### config.mk
export PLATFORM = sky130hd
export DESIGN_NAME = gfx_layer_compositor_flat
export DESIGN_NICKNAME = d
export VERILOG_FILES = /design/src/rtl/gfx_layer_compositor_if.sv /design/src/rtl/gfx_layer_compositor.sv /design/src/flat_wrapper.sv
export SDC_FILE = /design/constraint.sdc
export NUM_CORES = 1
export LEC_CHECK = 0
export CAP_MARGIN = 15
export CORE_MARGIN = 2
export CORE_UTILIZATION = 60
export DETAILED_ROUTE_END_ITERATION = 8
export PLACE_DENSITY = 0.84
export SLEW_MARGIN = 0
export SYNTH_ARGS = -nofsm -noshare
export SYNTH_HDL_FRONTEND = slang
export SYNTH_SLANG_ARGS = --single-unit
### constraint.sdc
create_clock -name clock -period 7.8 [get_ports clock]
set_clock_uncertainty 0.2 [all_clocks]
set_input_delay 0.78 -clock clock [delete_from_list [all_inputs] [get_ports clock]]
set_output_delay 0.78 -clock clock [all_outputs]
set_load 0.05 [all_outputs]
### src/rtl/gfx_layer_compositor_if.sv
// Pixel-bundle and output-stream bundle for the layer compositor.
// The master drives layer samples and effect controls and consumes
// blended pixels. The slave is the compositor itself.
interface gfx_layer_compositor_if #(
  parameter int NUM_LAYERS = 5,
  parameter int CH_W       = 5,
  parameter int PRIO_W     = 2,
  parameter int LINE_WIDTH = 240
);
  localparam int COLOR_W = 3 * CH_W;
  localparam int X_W     = $clog2(LINE_WIDTH);

  logic                         in_valid;
  logic                         in_ready;
  logic [NUM_LAYERS*COLOR_W-1:0] layer_color;
  logic [NUM_LAYERS*PRIO_W-1:0]  layer_prio;
  logic [NUM_LAYERS-1:0]         layer_opaque;
  logic [NUM_LAYERS-1:0]         layer_enable;
  logic                         effects_enable;
  logic [COLOR_W-1:0]           backdrop;
  logic [NUM_LAYERS:0]          first_target;
  logic [NUM_LAYERS:0]          second_target;
  logic [1:0]                   blend_mode;
  logic [4:0]                   eva;
  logic [4:0]                   evb;
  logic [4:0]                   evy;
  logic                         frame_restart;
  logic                         out_valid;
  logic                         out_ready;
  logic [COLOR_W-1:0]           out_color;
  logic [X_W-1:0]               out_x;
  logic                         out_eol;

  modport master (
    output in_valid, layer_color, layer_prio, layer_opaque, layer_enable,
           effects_enable, backdrop, first_target, second_target,
           blend_mode, eva, evb, evy, frame_restart, out_ready,
    input  in_ready, out_valid, out_color, out_x, out_eol
  );

  modport slave (
    input  in_valid, layer_color, layer_prio, layer_opaque, layer_enable,
           effects_enable, backdrop, first_target, second_target,
           blend_mode, eva, evb, evy, frame_restart, out_ready,
    output in_ready, out_valid, out_color, out_x, out_eol
  );
endinterface

### src/rtl/gfx_layer_compositor.sv
// Per-pixel layer compositor: picks the two highest-priority visible
// layers (backdrop as fallback), applies alpha/brighten/darken, and
// streams the result through a 2-stage valid/ready pipeline while
// tracking the x position within the scanline.
module gfx_layer_compositor #(
  parameter int NUM_LAYERS = 5,
  parameter int CH_W       = 5,
  parameter int PRIO_W     = 2,
  parameter int LINE_WIDTH = 240
) (
  input logic                   clock,
  input logic                   rst_b,
  gfx_layer_compositor_if.slave bus
);
  localparam int COLOR_W = 3 * CH_W;
  localparam int X_W     = $clog2(LINE_WIDTH);
  localparam int IDX_W   = $clog2(NUM_LAYERS + 1);
  localparam int CH_MAX  = (1 << CH_W) - 1;

  function automatic logic [4:0] clamp_coef(input logic [4:0] k);
    return (k > 5'd16) ? 5'd16 : k;
  endfunction

  function automatic logic [CH_W-1:0] sat_ch(input logic [CH_W+5:0] v);
    if (v > (CH_W+6)'(CH_MAX)) return CH_W'(CH_MAX);
    return v[CH_W-1:0];
  endfunction

  function automatic logic [CH_W-1:0] alpha_ch(input logic [CH_W-1:0] c0,
                                               input logic [CH_W-1:0] c1,
                                               input logic [4:0]      ka,
                                               input logic [4:0]      kb);
    logic [CH_W+4:0] p0;
    logic [CH_W+4:0] p1;
    logic [CH_W+5:0] sum;
    p0  = (CH_W+5)'(c0) * (CH_W+5)'(ka);
    p1  = (CH_W+5)'(c1) * (CH_W+5)'(kb);
    sum = (CH_W+6)'(p0) + (CH_W+6)'(p1);
    return sat_ch(sum >> 4);
  endfunction

  function automatic logic [CH_W-1:0] brighten_ch(input logic [CH_W-1:0] c0,
                                                  input logic [4:0]      ky);
    logic [CH_W-1:0] head;
    logic [CH_W+4:0] p;
    head = CH_W'(CH_MAX) - c0;
    p    = (CH_W+5)'(head) * (CH_W+5)'(ky);
    // p >> 4 never exceeds head because ky <= 16, so the sum cannot wrap
    return c0 + CH_W'(p >> 4);
  endfunction

  function automatic logic [CH_W-1:0] darken_ch(input logic [CH_W-1:0] c0,
                                                input logic [4:0]      ky);
    logic [CH_W+4:0] p;
    p = (CH_W+5)'(c0) * (CH_W+5)'(ky);
    return c0 - CH_W'(p >> 4);
  endfunction

  logic                vld_p1;
  logic                vld_p2;
  logic [X_W-1:0]      x_cnt;
  logic [COLOR_W-1:0]  color_p2;
  logic                en;
  logic                accept;

  // The output register is the only place a stall can originate
  assign en          = !(vld_p2 && !bus.out_ready);
  assign bus.in_ready = rst_b && en && !bus.frame_restart;
  assign accept      = bus.in_valid && bus.in_ready;

  // ---- stage 0 -> 1 : priority selection ----
  logic [NUM_LAYERS-1:0] cand;
  logic                  found0;
  logic                  found1;
  logic [PRIO_W-1:0]     best0;
  logic [PRIO_W-1:0]     best1;
  logic [IDX_W-1:0]      sel0;
  logic [IDX_W-1:0]      sel1;
  logic [COLOR_W-1:0]    col0;
  logic [COLOR_W-1:0]    col1;

  // Two linear scans; strict '<' keeps the lowest index on priority ties
  always_comb begin
    cand   = bus.layer_opaque & bus.layer_enable;
    found0 = 1'b0;
    best0  = '0;
    sel0   = IDX_W'(NUM_LAYERS);
    col0   = bus.backdrop;
    for (int i = 0; i < NUM_LAYERS; i++) begin
      if (cand[i] && (!found0 || bus.layer_prio[i*PRIO_W +: PRIO_W] < best0)) begin
        found0 = 1'b1;
        best0  = bus.layer_prio[i*PRIO_W +: PRIO_W];
        sel0   = IDX_W'(i);
        col0   = bus.layer_color[i*COLOR_W +: COLOR_W];
      end
    end
    found1 = 1'b0;
    best1  = '0;
    sel1   = IDX_W'(NUM_LAYERS);
    col1   = bus.backdrop;
    for (int i = 0; i < NUM_LAYERS; i++) begin
      if (cand[i] && (IDX_W'(i) != sel0) &&
          (!found1 || bus.layer_prio[i*PRIO_W +: PRIO_W] < best1)) begin
        found1 = 1'b1;
        best1  = bus.layer_prio[i*PRIO_W +: PRIO_W];
        sel1   = IDX_W'(i);
        col1   = bus.layer_color[i*COLOR_W +: COLOR_W];
      end
    end
  end

  logic [COLOR_W-1:0] col0_p1;
  logic [COLOR_W-1:0] col1_p1;
  logic [IDX_W-1:0]   idx0_p1;
  logic [IDX_W-1:0]   idx1_p1;
  logic [NUM_LAYERS:0] ft_p1;
  logic [NUM_LAYERS:0] st_p1;
  logic               fx_p1;
  logic [1:0]         mode_p1;
  logic [4:0]         eva_p1;
  logic [4:0]         evb_p1;
  logic [4:0]         evy_p1;

  // Stage-1 valid: flushed by frame_restart, holds while stalled
  always_ff @(posedge clock or negedge rst_b) begin
    if (!rst_b)                 vld_p1 <= 1'b0;
    else if (bus.frame_restart) vld_p1 <= 1'b0;
    else if (en)                vld_p1 <= accept;
  end

  // Stage-1 data captured only on an accepted bundle
  always_ff @(posedge clock) begin
    if (accept) begin
      col0_p1 <= col0;
      col1_p1 <= col1;
      idx0_p1 <= sel0;
      idx1_p1 <= sel1;
      ft_p1   <= bus.first_target;
      st_p1   <= bus.second_target;
      fx_p1   <= bus.effects_enable;
      mode_p1 <= bus.blend_mode;
      eva_p1  <= bus.eva;
      evb_p1  <= bus.evb;
      evy_p1  <= bus.evy;
    end
  end

  // ---- stage 1 -> 2 : colour effect ----
  logic [4:0]         eva_c;
  logic [4:0]         evb_c;
  logic [4:0]         evy_c;
  logic               apply_alpha;
  logic               apply_light;
  logic [COLOR_W-1:0] blended;

  assign eva_c       = clamp_coef(eva_p1);
  assign evb_c       = clamp_coef(evb_p1);
  assign evy_c       = clamp_coef(evy_p1);
  assign apply_light = ft_p1[idx0_p1] && fx_p1;
  assign apply_alpha = apply_light && st_p1[idx1_p1];

  // Per-channel effect; anything not enabled passes the top colour through
  always_comb begin
    blended = col0_p1;
    for (int ch = 0; ch < 3; ch++) begin
      case (mode_p1)
        2'b01: if (apply_alpha)
          blended[ch*CH_W +: CH_W] = alpha_ch(col0_p1[ch*CH_W +: CH_W],
                                              col1_p1[ch*CH_W +: CH_W], eva_c, evb_c);
        2'b10: if (apply_light)
          blended[ch*CH_W +: CH_W] = brighten_ch(col0_p1[ch*CH_W +: CH_W], evy_c);
        2'b11: if (apply_light)
          blended[ch*CH_W +: CH_W] = darken_ch(col0_p1[ch*CH_W +: CH_W], evy_c);
        default: ;
      endcase
    end
  end

  // Output register; colour is cleared on reset so the idle bus reads zero
  always_ff @(posedge clock or negedge rst_b) begin
    if (!rst_b) begin
      vld_p2   <= 1'b0;
      color_p2 <= '0;
    end else if (bus.frame_restart) begin
      vld_p2 <= 1'b0;
    end else if (en) begin
      vld_p2 <= vld_p1;
      if (vld_p1) color_p2 <= blended;
    end
  end

  // ---- output : scanline position ----
  // Advances only on a completed output transfer and wraps at end of line
  always_ff @(posedge clock or negedge rst_b) begin
    if (!rst_b)                      x_cnt <= '0;
    else if (bus.frame_restart)      x_cnt <= '0;
    else if (vld_p2 && bus.out_ready)
      x_cnt <= (x_cnt == X_W'(LINE_WIDTH - 1)) ? '0 : x_cnt + X_W'(1);
  end

  assign bus.out_valid = vld_p2;
  assign bus.out_color = color_p2;
  assign bus.out_x     = x_cnt;
  assign bus.out_eol   = vld_p2 && (x_cnt == X_W'(LINE_WIDTH - 1));
endmodule

### src/flat_wrapper.sv
// flat-port wrapper written by rule: the top's interface ports become plain ports
module gfx_layer_compositor_flat 
#(
  parameter int NUM_LAYERS = 5,
  parameter int CH_W       = 5,
  parameter int PRIO_W     = 2,
  parameter int LINE_WIDTH = 240
)
  (clock, rst_b, bus_in_valid, bus_layer_color, bus_layer_prio, bus_layer_opaque, bus_layer_enable, bus_effects_enable, bus_backdrop, bus_first_target, bus_second_target, bus_blend_mode, bus_eva, bus_evb, bus_evy, bus_frame_restart, bus_out_ready, bus_in_ready, bus_out_valid, bus_out_color, bus_out_x, bus_out_eol);
  gfx_layer_compositor_if #(.NUM_LAYERS(NUM_LAYERS), .CH_W(CH_W), .PRIO_W(PRIO_W), .LINE_WIDTH(LINE_WIDTH)) bus_i ();
  input logic clock;
  input logic rst_b;
  input wire logic [$bits(bus_i.in_valid)-1:0] bus_in_valid;
  input wire logic [$bits(bus_i.layer_color)-1:0] bus_layer_color;
  input wire logic [$bits(bus_i.layer_prio)-1:0] bus_layer_prio;
  input wire logic [$bits(bus_i.layer_opaque)-1:0] bus_layer_opaque;
  input wire logic [$bits(bus_i.layer_enable)-1:0] bus_layer_enable;
  input wire logic [$bits(bus_i.effects_enable)-1:0] bus_effects_enable;
  input wire logic [$bits(bus_i.backdrop)-1:0] bus_backdrop;
  input wire logic [$bits(bus_i.first_target)-1:0] bus_first_target;
  input wire logic [$bits(bus_i.second_target)-1:0] bus_second_target;
  input wire logic [$bits(bus_i.blend_mode)-1:0] bus_blend_mode;
  input wire logic [$bits(bus_i.eva)-1:0] bus_eva;
  input wire logic [$bits(bus_i.evb)-1:0] bus_evb;
  input wire logic [$bits(bus_i.evy)-1:0] bus_evy;
  input wire logic [$bits(bus_i.frame_restart)-1:0] bus_frame_restart;
  input wire logic [$bits(bus_i.out_ready)-1:0] bus_out_ready;
  output wire logic [$bits(bus_i.in_ready)-1:0] bus_in_ready;
  output wire logic [$bits(bus_i.out_valid)-1:0] bus_out_valid;
  output wire logic [$bits(bus_i.out_color)-1:0] bus_out_color;
  output wire logic [$bits(bus_i.out_x)-1:0] bus_out_x;
  output wire logic [$bits(bus_i.out_eol)-1:0] bus_out_eol;
  assign bus_i.in_valid = bus_in_valid;
  assign bus_i.layer_color = bus_layer_color;
  assign bus_i.layer_prio = bus_layer_prio;
  assign bus_i.layer_opaque = bus_layer_opaque;
  assign bus_i.layer_enable = bus_layer_enable;
  assign bus_i.effects_enable = bus_effects_enable;
  assign bus_i.backdrop = bus_backdrop;
  assign bus_i.first_target = bus_first_target;
  assign bus_i.second_target = bus_second_target;
  assign bus_i.blend_mode = bus_blend_mode;
  assign bus_i.eva = bus_eva;
  assign bus_i.evb = bus_evb;
  assign bus_i.evy = bus_evy;
  assign bus_i.frame_restart = bus_frame_restart;
  assign bus_i.out_ready = bus_out_ready;
  assign bus_in_ready = bus_i.in_ready;
  assign bus_out_valid = bus_i.out_valid;
  assign bus_out_color = bus_i.out_color;
  assign bus_out_x = bus_i.out_x;
  assign bus_out_eol = bus_i.out_eol;
  gfx_layer_compositor #(.NUM_LAYERS(NUM_LAYERS), .CH_W(CH_W), .PRIO_W(PRIO_W), .LINE_WIDTH(LINE_WIDTH)) u_core (.clock(clock), .rst_b(rst_b), .bus(bus_i));
endmodule
==> results_tabular.tex <==
\begin{tabular}{lr}
\hline
Metric & Value \\
\hline
\multicolumn{2}{l}{\textbf{Clock network}} \\
Deepest level of the CTS H-tree & 3 \\
Master cell of the clock root buffer & clkbuf\_16 \\
Number of CTS-inserted buffers & 9 \\
Clock slew seen by the registers of the worst setup and hold paths & $\sim$0.070 ns \\
Clock sink total & between 90 and 100 \\
Maximum clock insertion buffer count & 2 \\
CTS Hold Buffers Added & 0 \\
Clock tree from TritonCTS & done \\
Insertion delay to the later sink of the worst-skew pair & 0.36 ns \\
\multicolumn{2}{l}{\textbf{Floorplanning}} \\
Core ar. & approximately 26000 um2 \\
DIE WIDTH & 165 um \\
Die outline height & around 170 um \\
Number of top-level design ports & 171 \\
Effective utilization at floorplan & 0.604 \\
Die area & 27300 um2 \\
Floorplan row count & 59 \\
\multicolumn{2}{l}{\textbf{Logic synthesis}} \\
Yosys warning count & 0 \\
Adder-Cell Fraction of Synth Area & 0.347 \\
Mapped Area & 15600 um2 \\
Fraction of the yosys area taken by sequential cells & 0.167 \\
Cell count after synthesis & approximately 1800 \\
Synthesized-area fraction occupied by ao, oa, aoi and oai cells & 0.142 \\
Dominant combinational cell family by area after synthesis & adder cells \\
\#FFs+latches synth & 91 \\
Simple logic cell fraction of the synthesized area & 0.181 \\
Syn Nets & 2337 \\
Area fraction of the dominant cell type after synthesis & 0.177 \\
Most instantiated flip-flop cell in the synthesis netlist & edfxtp\_1 \\
Most area-consuming cells after synthesis & fa\_1 (18\%), ha\_1 (17\%), edfxtp\_1 (13\%) \\
XOR/XNOR Fraction of Synth Area & 0.0471 \\
Async SR Flop Fraction & 0.275 \\
Post-synthesis area per instance & 8.48 um2 \\
Post-synthesis mux area share & 0.0294 \\
Biggest area consumer among synthesized cells & fa\_1 \\
Count of flip-flops with a built-in enable after synthesis & 66 \\
Count of cell types in the netlist & 75 \\
\multicolumn{2}{l}{\textbf{GRT}} \\
Maximum number of pins on one net before global-route repair & 68 \\
Sum of overflow across all layers after global routing & 0 \\
Overall routing resource usage & 0.319 \\
Wire length of the first global-routing pass & 69800 um \\
Via count of the first global-routing pass & 14800 \\
Antenna violations before repair & 1 \\
\multicolumn{2}{l}{\textbf{Critical path}} \\
Arrival time worst endpoint & 8.51 ns \\
Worst r2r path cells & 18 \\
Required time of the worst setup path & 7.70 ns \\
Startpoint of the worst setup timing path & bus\_layer\_opaque[0] \\
Library cell contributing the largest single delay on the critical path & or3\_4 \\
End of the worst register-to-register path & u\_core.bus.out\_color[2] \\
Number of stages on the worst setup path & 49 \\
WP buf/inv & 6 \\
Source of the worst register-to-register timing path & u\_core.evb\_p1[4] \\
Setup slack on the worst flop-to-flop path & 1.11 ns \\
Kind of capture point of the worst setup path & register \\
Type of element launching the critical path & primary input \\
Critical path's top delay family & compound AO/OA/AOI/OAI gates \\
Biggest fanout along the worst timing path & 8 \\
Largest stage delay on the critical path & slightly below 0.4 ns \\
Category of the most critical setup path & in -> reg \\
\multicolumn{2}{l}{\textbf{STA}} \\
F\_max & 0.116 GHz \\
Setup violations, final & 18 \\
Fraction of the cycle the final worst path needs & 1.10 \\
Slew headroom & 0.245 \\
Final period demand of the worst path & 8.61 ns \\
Minimum setup slack in the final design & -0.810 ns \\
Worst slew pin tran & 1.13 ns \\
Fin. max-slew vios & 0 \\
Final count of hold timing violations & 0 \\
Setup repair after global routing missed its margin & true \\
Final-layout worst hold slack & 0.335 ns \\
\multicolumn{2}{l}{\textbf{Placement}} \\
Port buffer count & 170 \\
DP HPWL & 33000 um \\
Final weighted congestion of routability-driven global placement & $\sim$0.90 \\
Area after DPL & between 15000 and 20000 um2 \\
\multicolumn{2}{l}{\textbf{Worst hold path}} \\
Kind of path behind the tightest hold check & reg -> reg \\
Hold-critical path depth & 2 \\
Min-Delay Startpoint & u\_core.bus.out\_color[13] \\
Destination of the worst hold path & u\_core.bus.out\_color[13] \\
\multicolumn{2}{l}{\textbf{Detailed routing}} \\
Number of vias after detailed routing & 14100 \\
Iteration-0 DRC count of the detailed router & 1034 \\
DRT antenna net count & 0 \\
Number of iterations in the first detailed-routing pass & 5 \\
DRC violation count after routing & 0 \\
Routed vias/inst & 5.85 \\
Average wire length per cell after detail routing & 17.7 um \\
Total wirelength of the detailed-routed design & 42600 um \\
\multicolumn{2}{l}{\textbf{Final layout}} \\
Fill cell count & 1868 \\
Share of final-layout standard cells stronger than drive strength 1 & 0.118 \\
Number of inserted diodes & 0 \\
Area delta synth->final & 22.4\% \\
Number of nets in the layout & 2561 \\
Final cell area excluding filler cells & 19100 um2 \\
\multicolumn{2}{l}{\textbf{Power and ir drop}} \\
Max rail drop VDD & 0.102 mV \\
Switching pwr & 876 uW \\
Leakage & 9.16 nW \\
Relative contribution of sequential cells to total power & 0.271 \\
Power density cells & 117 nW/um2 \\
Clock share of power & 0.202 \\
Net switching fraction of the power & 0.391 \\
Combinational power share & 0.527 \\
Power Internal & 1.36 mW \\
\multicolumn{2}{l}{\textbf{Run status}} \\
Violations in the final reports & setup timing \\
Status & finished with violations \\
\multicolumn{2}{l}{\textbf{Flow run}} \\
Max-cap viol count & 0 \\
\hline
\end{tabular}
-- metrics by stage --
step,util,total power [mW],setup TNS (ns),worst slack (ns),cells
6_report,0.739,2.24,-14.08,-0.810,2406
5_1_grt,0.739,2.39,-18.61,-1.05,2406
4_1_cts,0.732,2.21,-15.19,-0.889,2395
3_5_place_dp,0.702,1.71,-27.92,-1.58,2343
3_3_place_gp,0.702,1.66,-23.46,-1.33,2343
2_1_floorplan,-,1.35,-27.25,-1.55,1842
-- how the worst max path moves through the flow --
stage                                    end  slack (ns)
after floorplan           u_core.col1_p1[10]       -1.55
after global placement    u_core.col1_p1[13]       -1.33
after detailed placement   u_core.col1_p1[9]       -1.58
after CTS                  u_core.col1_p1[3]       -0.89
after global routing       u_core.col1_p1[2]       -1.05
final                     u_core.col1_p1[12]       -0.81
-- sequential cells by signal, indices dropped and copies added, names as in the netlist --
signal                cells
u_core.idx1_p1            3
u_core.ft_p1              6
u_core.col1_p1           15
u_core.st_p1              6
u_core.eva_p1             5
u_core.col0_p1           15
u_core.bus.out_valid      1
u_core.vld_p1             1
u_core.bus.out_x          8
u_core.fx_p1              1
u_core.evb_p1             5
u_core.idx0_p1            3
u_core.bus.out_color     15
u_core.evy_p1             5
u_core.mode_p1            2
-- power by group through the flow --
| stage | Sequential (mW) | Clock (mW) | Combinational, mW |
|---|---|---|---|
| after global placement | 0.614 | 0 | 1.05 |
| after CTS | 0.605 | 0.450 | 1.15 |
| after global routing | 0.610 | 0.470 | 1.31 |
| after floorplan | 0.663 | 0 | 0.689 |
| final | 0.607 | 0.451 | 1.18 |
| after detailed placement | 0.615 | 0 | 1.09 |
-- worst min-delay path, stage by stage (launching register included) --
cell     delay [ns]
dfrtp_1        0.34
nor2_1         0.05
a21oi_1        0.10
-- synthesized netlist by cell type (3+ instances only) --
master,number
a21o_1,19
a311oi_1,15
dfrtp_1,25
and2_1,101
o221ai_1,11
a41oi_1,3
o21a_1,5
nand4_1,3
inv_1,263
or4_1,3
nand2_1,203
and3_1,8
and3b_1,16
or2_2,4
a211oi_1,5
nor2b_1,26
a22oi_1,5
buf_2,9
and4_1,3
xor2_1,27
mux2_2,19
o211ai_1,8
nor3b_1,3
nor2_1,123
o21ai_0,85
a21oi_1,94
ha_1,212
or3_1,3
nor3_1,27
buf_1,5
mux2i_1,20
a31o_2,3
o31ai_1,4
o21ai_1,4
fa_1,138
nor4_1,3
nand2b_1,37
edfxtp_1,66
a31oi_1,12
o21bai_1,18
clkbuf_1,75
nand3_1,10
xnor2_1,57
o22ai_1,19
a21boi_0,5
-- area by class of cell --
| cell class | instances | area, um2 | share of cell area |
|---|---|---|---|
| tap | 335 | 419 | 0.0219 |
| timing repair buffer | 304 | 2800 | 0.146 |
| clock buffer | 12 | 236 | 0.0124 |
| sequential | 91 | 2610 | 0.136 |
| multi-input combinational | 1396 | 12000 | 0.628 |
| clock inverter | 4 | 51.3 | 0.00269 |
| inverter | 264 | 991 | 0.0519 |
-- cells by family after synthesis --
family	Yosys count
adder cells (fa/ha/maj)	350
flip-flops	91
AO/OA/AOI/OAI	342
buffers and inverters	355
AND/OR/NAND/NOR	579
XOR/XNOR	84
multiplexers	41
-- per-layer routing --
metal	GRT usage	share of wire	up-vias
li1	-	-	6593
met1	0.379	0.40	6794
met2	0.576	0.50	569
met3	0.0497	0.064	108
met4	0.128	0.032	0
met5	0	0	-
-- placed cells by master (no fill, tap or decap), drive strengths merged, types with 15 or more instances in the layout --
cell type / instances
xnor2: 57
xor2: 27
nand2b: 37
inv: 263
fa: 138
nor3: 28
a21o: 19
a21oi: 94
ha: 212
o22ai: 19
buf: 137
edfxtp: 66
and2: 102
a311oi: 15
o21ai: 91
nand2: 203
o21bai: 18
clkdlybuf4s50: 163
and3b: 16
nor2: 123
mux2i: 20
nor2b: 26
dfrtp: 25
mux2: 19
-- what timing repair did --
| item | 4_1_cts | 5_1_grt |
|---|---|---|
| gates cloned | 4 | 0 |
| setup endpoints to repair | 18 | 18 |
| setup buffers | 32 | 14 |
| endpoints found under the hold margin | 0 | 0 |
| gates resized for setup | 41 | 45 |
| pin swaps | 23 | 42 |
Note: power is estimated with default switching activity, not from simulation.
